[config.mk]
export PLATFORM = sky130hd
export DESIGN_NAME = systolic_mm_nxn_flat
export DESIGN_NICKNAME = d
export VERILOG_FILES = /design/src/rtl/systolic_mm_nxn_if.sv /design/src/rtl/systolic_mm_nxn.sv /design/src/flat_wrapper.sv
export SDC_FILE = /design/constraint.sdc
export NUM_CORES = 1
export LEC_CHECK = 0
export BUFFER_PORTS_ARGS = -buffer_cell sky130_fd_sc_hd__buf_2
export CAP_MARGIN = 0
export CORE_MARGIN = 4
export CORE_UTILIZATION = 30
export DETAILED_ROUTE_END_ITERATION = 16
export GPL_TIMING_DRIVEN = 1
export HOLD_SLACK_MARGIN = 0.08
export PLACE_DENSITY = 0.49
export SYNTH_ARGS = -nofsm -noshare
export SYNTH_HDL_FRONTEND = slang
export SYNTH_SLANG_ARGS = --single-unit
export TNS_END_PERCENT = 5
[constraint.sdc]
create_clock -name clk -period 21.2 [get_ports clk]
set_input_delay 0 -clock clk [delete_from_list [all_inputs] [get_ports clk]]
set_output_delay 0 -clock clk [all_outputs]
set_load 0.005 [all_outputs]
[src/rtl/systolic_mm_nxn_if.sv]
// Host-side bundle for the N x N systolic multiplier: start/acc_en request,
// packed row-major operand matrices A/B, result matrix C and busy/done status.
interface systolic_mm_nxn_if #(
  parameter int DATA_WIDTH = 8,
  parameter int N          = 2,
  parameter int ACC_WIDTH  = 24
);
  logic                         start;
  logic                         acc_en;
  logic [N*N*DATA_WIDTH-1:0]    A;
  logic [N*N*DATA_WIDTH-1:0]    B;
  logic [N*N*ACC_WIDTH-1:0]     C;
  logic                         busy;
  logic                         done;

  modport master (output start, acc_en, A, B, input C, busy, done);
  modport slave  (input start, acc_en, A, B, output C, busy, done);
endinterface

[src/rtl/systolic_mm_nxn.sv]
// Output-stationary N x N systolic matrix multiplier: C = A x B or C += A x B,
// sequenced internally from a single start pulse to a single done pulse.
module systolic_mm_nxn #(
  parameter int DATA_WIDTH = 8,
  parameter int N          = 2,
  parameter int ACC_WIDTH  = 24,
  parameter int SIGNED     = 0
) (
  input  logic         clk,
  input  logic         rst,
  systolic_mm_nxn_if.slave bus
);

  localparam int STEPS = 3 * N - 2;
  localparam int KW    = $clog2(STEPS);
  localparam int LAST  = STEPS - 1;

  if (N < 2) begin : g_chk_n
    $error("systolic_mm_nxn: N must be at least 2");
  end
  if (ACC_WIDTH < 2 * DATA_WIDTH + $clog2(N)) begin : g_chk_acc
    $error("systolic_mm_nxn: ACC_WIDTH too small for full-precision sums");
  end

  typedef enum logic [1:0] {
    IDLE  = 2'd0,
    FEED  = 2'd1,
    DRAIN = 2'd2,
    DONE  = 2'd3
  } state_t;

  state_t                      state;
  logic [KW-1:0]               k;
  logic [N*N*DATA_WIDTH-1:0]   a_lat;
  logic [N*N*DATA_WIDTH-1:0]   b_lat;
  logic [N*N*ACC_WIDTH-1:0]    c_reg;
  logic                        busy_reg;
  logic                        done_reg;
  logic [DATA_WIDTH-1:0]       a_reg [N][N];
  logic [DATA_WIDTH-1:0]       b_reg [N][N];
  logic [ACC_WIDTH-1:0]        acc   [N][N];

  // a_bus[i][j] / b_bus[i][j] are the operands seen by PE(i,j); index 0 is the array edge
  logic [DATA_WIDTH-1:0]       a_bus [N][N+1];
  logic [DATA_WIDTH-1:0]       b_bus [N+1][N];
  logic [ACC_WIDTH-1:0]        prod  [N][N];

  // Full-precision product, sign- or zero-extended to the accumulator width
  function automatic logic [ACC_WIDTH-1:0] mul(input logic [DATA_WIDTH-1:0] x,
                                               input logic [DATA_WIDTH-1:0] y);
    logic signed [DATA_WIDTH:0]     xs;
    logic signed [DATA_WIDTH:0]     ys;
    logic signed [2*DATA_WIDTH+1:0] p;
    xs = (SIGNED != 0) ? $signed({x[DATA_WIDTH-1], x}) : $signed({1'b0, x});
    ys = (SIGNED != 0) ? $signed({y[DATA_WIDTH-1], y}) : $signed({1'b0, y});
    p  = xs * ys;
    return ACC_WIDTH'(p);
  endfunction

  // Skewed edge injection, neighbour forwarding and per-PE products
  always_comb begin
    int idx;
    idx   = 0;
    a_bus = '{default: '0};
    b_bus = '{default: '0};
    prod  = '{default: '0};
    for (int i = 0; i < N; i++) begin
      for (int j = 0; j < N; j++) begin
        a_bus[i][j+1] = a_reg[i][j];
        b_bus[i+1][j] = b_reg[i][j];
      end
    end
    for (int i = 0; i < N; i++) begin
      idx = int'(k) - i;
      if (state == FEED && idx >= 0 && idx < N) begin
        a_bus[i][0] = a_lat[(i*N + idx)*DATA_WIDTH +: DATA_WIDTH];
        b_bus[0][i] = b_lat[(idx*N + i)*DATA_WIDTH +: DATA_WIDTH];
      end else begin
        a_bus[i][0] = '0;
        b_bus[0][i] = '0;
      end
    end
    for (int i = 0; i < N; i++) begin
      for (int j = 0; j < N; j++) begin
        prod[i][j] = mul(a_bus[i][j], b_bus[i][j]);
      end
    end
  end

  // Sequencer and PE array state
  always_ff @(posedge clk or negedge rst) begin
    if (!rst) begin
      state    <= IDLE;
      k        <= '0;
      a_lat    <= '0;
      b_lat    <= '0;
      c_reg    <= '0;
      busy_reg <= 1'b0;
      done_reg <= 1'b0;
      for (int i = 0; i < N; i++) begin
        for (int j = 0; j < N; j++) begin
          a_reg[i][j] <= '0;
          b_reg[i][j] <= '0;
          acc[i][j]   <= '0;
        end
      end
    end else begin
      case (state)
        IDLE: begin
          done_reg <= 1'b0;
          if (bus.start) begin
            a_lat    <= bus.A;
            b_lat    <= bus.B;
            k        <= '0;
            busy_reg <= 1'b1;
            state    <= FEED;
            for (int i = 0; i < N; i++) begin
              for (int j = 0; j < N; j++) begin
                a_reg[i][j] <= '0;
                b_reg[i][j] <= '0;
                acc[i][j]   <= bus.acc_en ? c_reg[(i*N + j)*ACC_WIDTH +: ACC_WIDTH] : '0;
              end
            end
          end
        end
        FEED: begin
          for (int i = 0; i < N; i++) begin
            for (int j = 0; j < N; j++) begin
              a_reg[i][j] <= a_bus[i][j];
              b_reg[i][j] <= b_bus[i][j];
              acc[i][j]   <= acc[i][j] + prod[i][j];
            end
          end
          if (k == KW'(LAST)) begin
            state <= DRAIN;
          end else begin
            k <= k + 1'b1;
          end
        end
        DRAIN: begin
          for (int i = 0; i < N; i++) begin
            for (int j = 0; j < N; j++) begin
              c_reg[(i*N + j)*ACC_WIDTH +: ACC_WIDTH] <= acc[i][j];
            end
          end
          busy_reg <= 1'b0;
          done_reg <= 1'b1;
          state    <= DONE;
        end
        DONE: begin
          done_reg <= 1'b0;
          state    <= IDLE;
        end
        default: begin
          busy_reg <= 1'b0;
          done_reg <= 1'b0;
          state    <= IDLE;
        end
      endcase
    end
  end

  assign bus.C    = c_reg;
  assign bus.busy = busy_reg;
  assign bus.done = done_reg;

endmodule

[src/flat_wrapper.sv]
// flat-port wrapper written by rule: the top's interface ports become plain ports
module systolic_mm_nxn_flat 
#(
  parameter int DATA_WIDTH = 8,
  parameter int N          = 2,
  parameter int ACC_WIDTH  = 24,
  parameter int SIGNED     = 0
)
  (clk, rst, bus_start, bus_acc_en, bus_A, bus_B, bus_C, bus_busy, bus_done);
  systolic_mm_nxn_if #(.DATA_WIDTH(DATA_WIDTH), .N(N), .ACC_WIDTH(ACC_WIDTH)) bus_i ();
  input  logic clk;
  input  logic rst;
  input wire logic [$bits(bus_i.start)-1:0] bus_start;
  input wire logic [$bits(bus_i.acc_en)-1:0] bus_acc_en;
  input wire logic [$bits(bus_i.A)-1:0] bus_A;
  input wire logic [$bits(bus_i.B)-1:0] bus_B;
  output wire logic [$bits(bus_i.C)-1:0] bus_C;
  output wire logic [$bits(bus_i.busy)-1:0] bus_busy;
  output wire logic [$bits(bus_i.done)-1:0] bus_done;
  assign bus_i.start = bus_start;
  assign bus_i.acc_en = bus_acc_en;
  assign bus_i.A = bus_A;
  assign bus_i.B = bus_B;
  assign bus_C = bus_i.C;
  assign bus_busy = bus_i.busy;
  assign bus_done = bus_i.done;
  systolic_mm_nxn #(.DATA_WIDTH(DATA_WIDTH), .N(N), .ACC_WIDTH(ACC_WIDTH), .SIGNED(SIGNED)) u_core (.clk(clk), .rst(rst), .bus(bus_i));
endmodule
==> impl_metrics.json, run 1 <==
{
  "status": "complete, no violations",
  "cts-hold-fix-buffers": 67,
  "die_width_um": 291,
  "maxSlewHeadroom_pct": 15.6,
  "postLayoutCoreUtil_pct": 35.3,
  "synth-seq-area-share_pct": 30.7,
  "timing.hold.worst.class": "input pin to async pin",
  "drc_violation_total_after_the_first_tritonroute_iteration": 907,
  "synthCells": 2456,
  "finalSetupTns_ns": 0,
  "postSynth.topFlopCell": "sky130_fd_sc_hd__dfrtp_1",
  "cts_tree": "yes",
  "layoutNonFillerInstCount": 3732,
  "dr.pass1.iters": 5,
  "syn_avg_cell_area_sq_um": 9.75,
  "net-switching-power_mw": 1.55,
  "sum_of_buffers_and_inverters_on_the_critical_path": 6,
  "fmaxAchievable_ghz": 0.120,
  "clockRootBuffer": "sky130_fd_sc_hd__clkbuf_16",
  "wl_mm": 70.5,
  "arrival_worst_endpoint_ns": 8.79,
  "drcViolationCount": 0,
  "timing.final.crit_period_ns": 8.30,
  "postSynthRegisterBits": 294,
  "netSwitchingFraction_pct": 44.7,
  "synthDistinctLibCells": 75,
  "worst_path_largest_cell_delay_ns": 0.82,
  "ir_worst_vdd_v": 0.0000797,
  "design.portCount": 166,
  "yosys_warnings": 0,
  "synth_xor_area_share_pct": 3.44,
  "antenna_found_initial": 5,
  "dpl.cell_count": 3591,
  "placementRows": 103,
  "final_critical_path_setup_slack_ns": 12.90,
  "critical-path-top-cell-by-count": "sky130_fd_sc_hd__inv_1",
  "mapped_cell_area_sq_um": 23900,
  "worst_path_max_delay_cell": "sky130_fd_sc_hd__nor2b_1",
  "core_region_area_sq_um": 79000,
  "clkLatencyLatePin_ns": 0.58,
  "synth_edf_count": 0,
  "p_comb_share_pct": 50.8,
  "synth.top_cell.area_share_pct": 30.7,
  "die_height_um": 291,
  "via_count": 18600,
  "power.internal_mw": 1.92,
  "floorplan.die_area_sq_um": 84400,
  "post_synth_arst_share_pct": 100,
  "cellLeakagePower_nw": 13.8,
  "postSynthNetCount": 2888,
  "powerDensity_nw_per_um2": 124,
  "clockPowerShare_pct": 19.1,
  "timing.critical_path.required_ns": 21.69,
  "synthAdderAreaFrac_pct": 23.7,
  "fin_crit_sh_pct": 39.2,
  "grt_overflow": 0,
  "place.port_buffers": 165,
  "grt_start_max_net_pins": 141,
  "clk_transition_reported_paths_ns": 0.06,
  "wl_per_cell_um": 18.9,
  "worst_setup_end_kind": "flip-flop",
  "transition_time_of_the_tightest_slew_check_pin_ns": 1.26,
  "initial_utilization_pct": 30.3,
  "first_global_vias": 19400,
  "finalHoldViolations": 0,
  "num-nets-final": 3082,
  "tritoncts.num_buffers": 40,
  "cts.htree.levels": 2,
  "antenna_left": 0,
  "main_combinational_cell_family_by_area_after_synthesis": "adder cells",
  "synth_area_in_simple_gates_pct": 14.1,
  "globalplace.congestion": 0.842,
  "cell_class_contributing_the_biggest_share_of_worst_path_delay": "adder cells",
  "area_growth_pct": 16.4,
  "synth.largest_area_cell": "sky130_fd_sc_hd__dfrtp_1",
  "globalRouteTotalUtil_pct": 16.4,
  "worst-path-max-fanout": 37,
  "drive_gt1_share_pct": 17.2,
  "synthMuxAreaShare_pct": 10.2,
  "route.detailed.vias_per_inst": 4.98,
  "cts.path.max_buffers": 3,
  "sequentialPowerShare_pct": 30.1,
  "rsz0062_at_grt": "false",
  "post_cts.repair.setup_buffers": 0,
  "max_slew_violations": 0,
  "post_synth_main_area_contributors": "sky130_fd_sc_hd__dfrtp_1 (31%), sky130_fd_sc_hd__fa_1 (12%), sky130_fd_sc_hd__ha_1 (11%)",
  "cap_violations": 0,
  "cts-resized-gates": 0,
  "final.setup_skew_ns": 0.0308,
  "placement.setup.worst_slack_ns": 12.88,
  "grt_first_pass_wirelength_mm": 112,
  "critical_path_source_type": "flip-flop",
  "dp_hpwl_mm": 52.0,
  "numClockSinks": 294,
  "worst-setup-path-type": "flip-flop to flip-flop",
  "synth_compound_area_share_pct": 12.5,
  "finalSetupViolCount": 0
}
placed cells by master (no fill, tap or decap), types with 8 or more instances in the layout:
| cell | n |
|---|---|
| sky130_fd_sc_hd__o21ai_0 | 81 |
| sky130_fd_sc_hd__o211ai_1 | 12 |
| sky130_fd_sc_hd__dfrtp_1 | 293 |
| sky130_fd_sc_hd__mux4_2 | 8 |
| sky130_fd_sc_hd__a32oi_1 | 11 |
| sky130_fd_sc_hd__xnor2_1 | 62 |
| sky130_fd_sc_hd__nor2_1 | 199 |
| sky130_fd_sc_hd__a221oi_1 | 43 |
| sky130_fd_sc_hd__mux2i_1 | 25 |
| sky130_fd_sc_hd__and2_1 | 140 |
| sky130_fd_sc_hd__ha_1 | 214 |
| sky130_fd_sc_hd__buf_4 | 13 |
| sky130_fd_sc_hd__buf_2 | 164 |
| sky130_fd_sc_hd__and3_1 | 17 |
| sky130_fd_sc_hd__a21oi_1 | 115 |
| sky130_fd_sc_hd__nor2b_1 | 22 |
| sky130_fd_sc_hd__nand2_1 | 221 |
| sky130_fd_sc_hd__o21a_1 | 9 |
| sky130_fd_sc_hd__nor3_1 | 25 |
| sky130_fd_sc_hd__clkbuf_1 | 11 |
| sky130_fd_sc_hd__dlygate4sd3_1 | 67 |
| sky130_fd_sc_hd__a211oi_1 | 9 |
| sky130_fd_sc_hd__nand4_1 | 9 |
| sky130_fd_sc_hd__mux2_2 | 179 |
| sky130_fd_sc_hd__clkbuf_16 | 40 |
| sky130_fd_sc_hd__nand3_1 | 51 |
| sky130_fd_sc_hd__a31oi_1 | 14 |
| sky130_fd_sc_hd__clkbuf_8 | 8 |
| sky130_fd_sc_hd__inv_1 | 244 |
| sky130_fd_sc_hd__xor2_1 | 32 |
| sky130_fd_sc_hd__a21o_1 | 45 |
| sky130_fd_sc_hd__o21bai_1 | 13 |
| sky130_fd_sc_hd__a22o_1 | 8 |
| sky130_fd_sc_hd__fa_1 | 148 |
| sky130_fd_sc_hd__o22ai_1 | 10 |
per-layer routing:
| layer | share of wire, % | GRT usage [%] |
|---|---|---|
| met3 | 4.8 | 3.02 |
| met1 | 46 | 21.9 |
| met5 | 0 | 0 |
| met2 | 47 | 27.5 |
| met4 | 2.2 | 4.44 |
layout make-up:
cell class	count	area [sq um]
clock inverter	13	129
fill	7944	51100
inverter	244	916
timing repair buffer	246	1620
multi-input combinational	1824	15400
clock buffer	59	1150
tap	1050	1310
antenna	2	5.00
sequential	294	7360
synth_stat cells (all sizes together) (9+ instances only):
cell	instances
a211oi	10
a21o	48
a21oi	116
a221oi	45
a31oi	16
a32oi	11
and2	140
and3	17
buf	16
clkbuf	78
dfrtp	294
fa	148
ha	216
inv	244
mux2	179
mux2i	25
nand2	223
nand3	51
nand4	9
nor2	201
nor2b	23
nor3	25
o211ai	13
o21a	10
o21ai	88
o21bai	13
o22ai	10
xnor2	62
xor2	32
worst reg2reg max path: cells and delay by family (launching register included):
kind / cells / cell delay (ns)
AOI/OAI and AO/OA: 8 / 1.76
xor gates and xnor gates: 1 / 0.12
DFF: 1 / 0.34
buffers and inverters: 6 / 0.83
and+or+nand+nor: 5 / 1.80
muxes: 1 / 0.39
adders and majority gates: 7 / 2.98
through the flow:
step	instance area, sq um	hold WS (ns)	total power, mW
2_1_floorplan	23900	-0.296	2.18
3_3_place_gp	25900	0.111	2.80
3_5_place_dp	25900	0.107	2.82
4_1_cts	27900	0.0906	3.52
5_1_grt	27900	0.164	3.74
6_report	27900	0.0825	3.47
path summary, 6_finish.rpt:
kind	slack [ns]	depth (start not counted)	endpoint	from
max in group asynchronous	19.73	3	u_core.k[0]$_DFFE_PN0P_	rst
setup reg to reg	12.90	28	u_core.acc[42]$_DFFE_PN0P_	u_core.k[0]$_DFFE_PN0P_
hold reg to reg	0.50	1	u_core.a_lat[17]$_DFFE_PN0P_	u_core.a_lat[17]$_DFFE_PN0P_
min in group clk	0.19	3	u_core.b_lat[6]$_DFFE_PN0P_	bus_B[6]
hold / removal	0.08	2	u_core.bus.C[57]$_DFFE_PN0P_	rst
setup / recovery	12.90	28	u_core.acc[42]$_DFFE_PN0P_	u_core.k[0]$_DFFE_PN0P_
cell families (layout without fill, tap and decap cells):
kind of cell / after synthesis / in the layout
adder cells (fa/ha/maj): 364 / 364
flip-flops: 294 / 294
AO/OA/AOI/OAI: 434 / 434
multiplexers: 212 / 212
XOR/XNOR: 94 / 94
other: 0 / 2
AND/OR/NAND/NOR: 720 / 720
buffers and inverters: 338 / 562
power groups by stage:
stage	Clock [mW]	Combinational [mW]	Sequential, mW
2_1_floorplan	0	1.23	0.959
3_3_place_gp	0	1.75	1.04
3_5_place_dp	0	1.77	1.05
4_1_cts	0.688	1.79	1.05
5_1_grt	0.709	1.96	1.08
6_report	0.663	1.76	1.04
(Power assumes the default switching activity.)
==> run 2, diff against run 1 <==
ABC_AREA = 1   (was unset)
clock period = 8.6 ns   (was 21.2 ns; I/O delays follow)
==> impl_metrics.json, run 2 <==
{
  "yosys-top-cells-count": "sky130_fd_sc_hd__nand2_1 (1,153), sky130_fd_sc_hd__inv_1 (553), sky130_fd_sc_hd__nor2_1 (400)",
  "fin_crit_sh_pct": 85.3,
  "worst_path_largest_cell_delay_ns": 0.54,
  "cts.path.max_buffers": 3,
  "synth.largest_area_cell": "sky130_fd_sc_hd__dfrtp_1",
  "num-nets-final": 4283,
  "clk_transition_reported_paths_ns": 0.06,
  "core_region_area_sq_um": 85400,
  "synth_edf_count": 0,
  "mostFrequentLayoutCell": "sky130_fd_sc_hd__nand2_1",
  "wl_mm": 80.1,
  "sequentialPowerShare_pct": 30.3,
  "syn_avg_cell_area_sq_um": 7.05,
  "worst-path-max-fanout": 31,
  "wl_per_cell_um": 15.9,
  "max_slew_violations": 0,
  "synthDistinctLibCells": 40,
  "whs_ns": 0.0752,
  "dr.pass1.iters": 5,
  "layout_common_cells": "sky130_fd_sc_hd__nand2_1 (1,153), sky130_fd_sc_hd__inv_1 (552), sky130_fd_sc_hd__nor2_1 (400)",
  "most_frequent_cell_after_synthesis": "sky130_fd_sc_hd__nand2_1",
  "antenna-diode-count": 0,
  "netSwitchingFraction_pct": 48.0,
  "grt_first_pass_wirelength_mm": 131,
  "place.port_buffers": 165,
  "critical-path-top-cell-by-count": "sky130_fd_sc_hd__inv_1",
  "mapped_cell_area_sq_um": 25900,
  "worst-setup-path-type": "flip-flop to flip-flop",
  "critical_path_source_type": "flip-flop",
  "drc_violation_total_after_the_first_tritonroute_iteration": 1250,
  "tritoncts.num_buffers": 42,
  "transition_time_of_the_tightest_slew_check_pin_ns": 0.915,
  "initial_utilization_pct": 30.3,
  "rr_worst_depth": 33,
  "finalSetupTns_ns": 0,
  "placementRows": 107,
  "cellLeakagePower_nw": 16.4,
  "post_synth_main_area_contributors": "sky130_fd_sc_hd__dfrtp_1 (28%), sky130_fd_sc_hd__nand2_1 (17%), sky130_fd_sc_hd__fa_1 (11%)",
  "final.setup_skew_ns": 0.0139,
  "maxSlewHeadroom_pct": 39.0,
  "grt_start_max_net_pins": 83,
  "final_critical_path_setup_slack_ns": 1.27,
  "drcViolationCount": 0,
  "launching_point_of_the_worst_reg2reg_path": "u_core.state[1]$_DFFE_PN0P_",
  "clockPowerShare_pct": 21.1,
  "powerDensity_nw_per_um2": 292,
  "synthCells": 3667,
  "placement.setup.worst_slack_ns": 1.24,
  "floorplan.die_area_sq_um": 91000,
  "dpl.cell_count": 4884,
  "globalplace.congestion": 0.897,
  "area_growth_pct": 16.0,
  "status": "complete, no violations",
  "fmaxAchievable_ghz": 0.136,
  "finalHoldViolations": 0,
  "die_width_um": 302,
  "first_global_vias": 23700,
  "cap_violations": 0,
  "layoutNonFillerInstCount": 5027,
  "yosys_warnings": 0,
  "via_count": 23200,
  "rsz0062_at_grt": "false",
  "timing.hold.worst.class": "input pin to async pin",
  "net-switching-power_mw": 4.20,
  "antenna_found_initial": 1,
  "postSynthNetCount": 4099,
  "globalRouteTotalUtil_pct": 17.9,
  "postSynth.topFlopCell": "sky130_fd_sc_hd__dfrtp_1",
  "arrival_worst_endpoint_ns": 7.82,
  "numClockSinks": 294,
  "power.internal_mw": 4.54,
  "dp_hpwl_mm": 61.2,
  "antenna_left": 0,
  "worst_path_max_delay_cell": "sky130_fd_sc_hd__fa_1",
  "clockRootBuffer": "sky130_fd_sc_hd__clkbuf_16",
  "regToRegSetupSlack_ns": 1.27,
  "clkLatencyLatePin_ns": 0.57,
  "timing.rr.end": "u_core.acc[43]$_DFFE_PN0P_",
  "postSynthRegisterBits": 294,
  "timing.critical_path.required_ns": 9.09,
  "post_synth_arst_share_pct": 100,
  "route.detailed.vias_per_inst": 4.61,
  "cts.htree.levels": 2,
  "timing.final.crit_period_ns": 7.33,
  "ir_worst_vdd_v": 0.000154,
  "design.portCount": 166,
  "post_cts.repair.setup_buffers": 0,
  "grt_overflow": 0,
  "finalSetupViolCount": 0,
  "worst_setup_end_kind": "flip-flop",
  "die_height_um": 302,
  "cts_tree": "yes",
  "synth.top_cell.area_share_pct": 28.4,
  "total_power_mw": 8.74,
  "p_comb_share_pct": 48.6,
  "synth-seq-area-share_pct": 28.4,
  "drive_gt1_share_pct": 7.73
}
[run 2: timing repair]
| item | 4_1_cts | 5_1_grt |
|---|---|---|
| gates resized for setup | 0 | 0 |
| hold endpoints to repair | 138 | 0 |
| endpoints found under the setup margin | 0 | 0 |
| hold buffers | 67 | 0 |
[run 2: area by class of cell]
type                            instances  area (sq um)
Clock buffer                           56          1190
Clock inverter                         20           268
Sequential cell                       294          7360
Fill cell                            9402         55400
Tap cell                             1144          1430
Inverter                              566          2130
Timing Repair Buffer                  250          1660
Multi-Input combinational cell       2697         16000
[run 2: worst max-delay path: cells and delay by family (launching register included)]
kind	cells	cell delay (ns)
AO/OA/AOI/OAI	3	0.57
XOR/XNOR	1	0.20
adder cells (fa/ha/maj)	7	3.16
buffers and inverters	10	1.14
flip-flops	1	0.40
AND/OR/NAND/NOR	12	1.76
[run 2: cell families (layout without fill, tap and decap cells)]
logic type / after synthesis / count (layout) / share of synthesized area [%]
AO/OA/AOI/OAI: 489 / 489 / 9.87
XOR/XNOR: 66 / 66 / 2.23
adder cells (fa/ha/maj): 364 / 364 / 21.9
buffers and inverters: 676 / 892 / 9.97
flip-flops: 294 / 294 / 28.4
AND/OR/NAND/NOR: 1778 / 1778 / 27.6
[run 2: power groups by stage]
stage,logic (mW),registers (mW),clock network (mW)
6_report,4.25,2.65,1.84
5_1_grt,4.88,2.74,1.96
4_1_cts,4.33,2.66,1.90
3_5_place_dp,4.29,2.68,0
3_3_place_gp,4.27,2.67,0
2_1_floorplan,2.95,2.44,0
[run 2: worst max path at each step]
stage,endpoint,slack [ns],from,cells after the start
after floorplan,u_core.acc[47]$_DFFE_PN0P_,2.51,u_core.k[0]$_DFFE_PN0P_,34
after global placement,u_core.acc[39]$_DFFE_PN0P_,1.26,u_core.state[1]$_DFFE_PN0P_,34
after detailed placement,u_core.acc[43]$_DFFE_PN0P_,1.24,u_core.state[1]$_DFFE_PN0P_,33
after CTS,u_core.acc[47]$_DFFE_PN0P_,1.23,u_core.state[1]$_DFFE_PN0P_,35
after global routing,u_core.acc[66]$_DFFE_PN0P_,0.52,u_core.state[1]$_DFFE_PN0P_,35
final,u_core.acc[43]$_DFFE_PN0P_,1.27,u_core.state[1]$_DFFE_PN0P_,33
[run 2: metal layers]
| metal | vias to the layer above | global-route usage, % | wire (um) |
|---|---|---|---|
| met1 | 11000 | 24.2 | 37800 |
| met2 | 351 | 30.4 | 37700 |
| met5 | - | 0 | 0 |
| met3 | 90 | 1.93 | 2520 |
| met4 | 0 | 4.56 | 1990 |
| li1 | 11800 | - | - |
[run 2: through the flow]
stage          util, %  cell area, sq um
2_1_floorplan        -             25900
3_3_place_gp      32.6             27800
3_5_place_dp      32.6             27800
4_1_cts           35.1             30000
5_1_grt           35.1             30000
6_report          35.1             30000
==> run 3, diff against run 2 <==
clock period = 7.9 ns   (was 8.6 ns; I/O delays follow)
==> impl_metrics.json, run 3 (synthesis results as in run 2) <==
{
  "globalRouteTotalUtil_pct": 17.6,
  "via_count": 23100,
  "core_region_area_sq_um": 85400,
  "maxSlewHeadroom_pct": 36.4,
  "cts_tree": "yes",
  "final_critical_path_setup_slack_ns": 1.17,
  "clk_transition_reported_paths_ns": 0.06,
  "worst_path_largest_cell_delay_ns": 0.52,
  "worst-setup-path-type": "flip-flop to flip-flop",
  "layoutNonFillerInstCount": 5018,
  "die_width_um": 302,
  "globalplace.congestion": 0.890,
  "mostFrequentLayoutCell": "sky130_fd_sc_hd__nand2_1",
  "drc_violation_total_after_the_first_tritonroute_iteration": 1489,
  "antenna_found_initial": 0,
  "place.port_buffers": 165,
  "post_cts.repair.setup_buffers": 0,
  "dp_hpwl_mm": 60.1,
  "fmaxAchievable_ghz": 0.149,
  "wl_per_cell_um": 15.8,
  "antenna-diode-count": 0,
  "placement.setup.worst_slack_ns": 1.09,
  "finalSetupViolCount": 0,
  "powerDensity_nw_per_um2": 315,
  "critical_path_source_type": "flip-flop",
  "tritoncts.num_buffers": 39,
  "grt_start_max_net_pins": 137,
  "layout_common_cells": "sky130_fd_sc_hd__nand2_1 (1,153), sky130_fd_sc_hd__inv_1 (552), sky130_fd_sc_hd__nor2_1 (400)",
  "drive_gt1_share_pct": 7.46,
  "floorplan.die_area_sq_um": 91000,
  "design.portCount": 166,
  "fin_crit_sh_pct": 85.2,
  "status": "complete, no violations",
  "worst-path-max-fanout": 44,
  "drcViolationCount": 0,
  "area_growth_pct": 15.7,
  "finalHoldViolations": 0,
  "cellLeakagePower_nw": 16.3,
  "clockRootBuffer": "sky130_fd_sc_hd__clkbuf_16",
  "timing.critical_path.required_ns": 8.39,
  "cap_violations": 0,
  "dpl-instance-area_sq_um": 27800,
  "initial_utilization_pct": 30.3,
  "dr.pass1.iters": 7,
  "final.setup_skew_ns": 0.0239,
  "wl_mm": 79.3,
  "worst_path_max_delay_cell": "sky130_fd_sc_hd__fa_1",
  "placementRows": 107,
  "antenna_left": 0,
  "route.detailed.vias_per_inst": 4.60,
  "finalInstanceArea_sq_um": 29900,
  "rsz0062_at_grt": "false",
  "timing.final.crit_period_ns": 6.73,
  "transition_time_of_the_tightest_slew_check_pin_ns": 0.953,
  "worst_setup_end_kind": "flip-flop",
  "total_power_mw": 9.44,
  "max_slew_violations": 0,
  "first_global_vias": 23400,
  "arrival_worst_endpoint_ns": 7.22,
  "cts.htree.levels": 2,
  "grt_overflow": 0,
  "grt_first_pass_wirelength_mm": 129,
  "ir_worst_vdd_v": 0.000234,
  "num-nets-final": 4280,
  "die_height_um": 302,
  "dpl.cell_count": 4883,
  "layout.filler_cells": 9437,
  "numClockSinks": 294,
  "cts.path.max_buffers": 3,
  "finalSetupTns_ns": 0,
  "timing.hold.worst.class": "input pin to flip-flop",
  "clkLatencyLatePin_ns": 0.57
}
run 3: changes by cell type in the layout (fill, tap and decap cells not counted):
cell                            before  now
sky130_fd_sc_hd__clkinv_8            0    2
sky130_fd_sc_hd__inv_16              0    1
sky130_fd_sc_hd__clkinv_2           10    5
sky130_fd_sc_hd__clkinv_4            3    0
sky130_fd_sc_hd__dlygate4sd3_1      66   67
sky130_fd_sc_hd__clkbuf_1            6    7
sky130_fd_sc_hd__buf_12              0    1
sky130_fd_sc_hd__bufinv_16           6    7
sky130_fd_sc_hd__buf_4              18   16
sky130_fd_sc_hd__clkbuf_8            7    5
sky130_fd_sc_hd__clkbuf_16          43   39
run 3: repair_timing:
| action | CTS | global route |
|---|---|---|
| endpoints found under the hold margin | 255 | 0 |
| hold buffers | 68 | 0 |
| setup endpoints to repair | 0 | 0 |
| resized for setup | 0 | 0 |
run 3: area by class of cell:
cell class              count  area (sq um)  area share [%]
multi-input cells        2697         16000            53.3
repair buffers            250          1670            5.60
flip-flops and latches    294          7360            24.6
well taps                1144          1430            4.78
clock inverters            16           299            1.00
inverters                 566          2130            7.12
clock buffers              51          1070            3.58
run 3: where the power goes:
group / leakage [nW] / switching, mW / internal, mW
sequential: 3.64 / 0.689 / 2.21
combinational: 12.0 / 3.15 / 1.47
clock: 0.668 / 0.731 / 1.19
run 3: path summary, 6_finish.rpt:
path / start / endpoint / slack (ns) / depth (start not counted)
max: u_core.k[0]$_DFFE_PN0P_ / u_core.acc[64]$_DFFE_PN0P_ / 1.17 / 31
min: bus_B[28] / u_core.b_lat[28]$_DFFE_PN0P_ / 0.16 / 4
max in group asynchronous: rst / u_core.b_lat[27]$_DFFE_PN0P_ / 5.98 / 5
max reg2reg: u_core.k[0]$_DFFE_PN0P_ / u_core.acc[64]$_DFFE_PN0P_ / 1.17 / 31
min reg2reg: u_core.b_lat[26]$_DFFE_PN0P_ / u_core.b_lat[26]$_DFFE_PN0P_ / 0.48 / 2
min in group asynchronous: rst / u_core.bus.C[91]$_DFFE_PN0P_ / 0.58 / 4
run 3: stage by stage:
| stage | hold slack, ns | utilization [%] |
|---|---|---|
| 2_1_floorplan | -0.296 | - |
| 5_1_grt | 0.165 | 35.0 |
| 4_1_cts | 0.120 | 35.0 |
| 3_5_place_dp | -0.0484 | 32.6 |
| 6_report | 0.159 | 35.0 |
| 3_3_place_gp | -0.0485 | 32.6 |
run 3: layer usage:
layer / track usage [%] / vias up / routed length (um)
met2: 29.9 / 400 / 37600
met1: 23.8 / 10800 / 37000
met5: 0 / - / 0
li1: - / 11800 / -
met4: 4.15 / 0 / 1660
met3: 2.40 / 81 / 3010
run 3: worst max-delay path, delay by kind of cell (launching register included):
family	cells	cell delay (ns)
fa+ha+maj	7	2.96
buf+inv	8	0.75
flops	1	0.37
simple gates	10	1.34
compound gates	5	0.92
xor+xnor	1	0.30
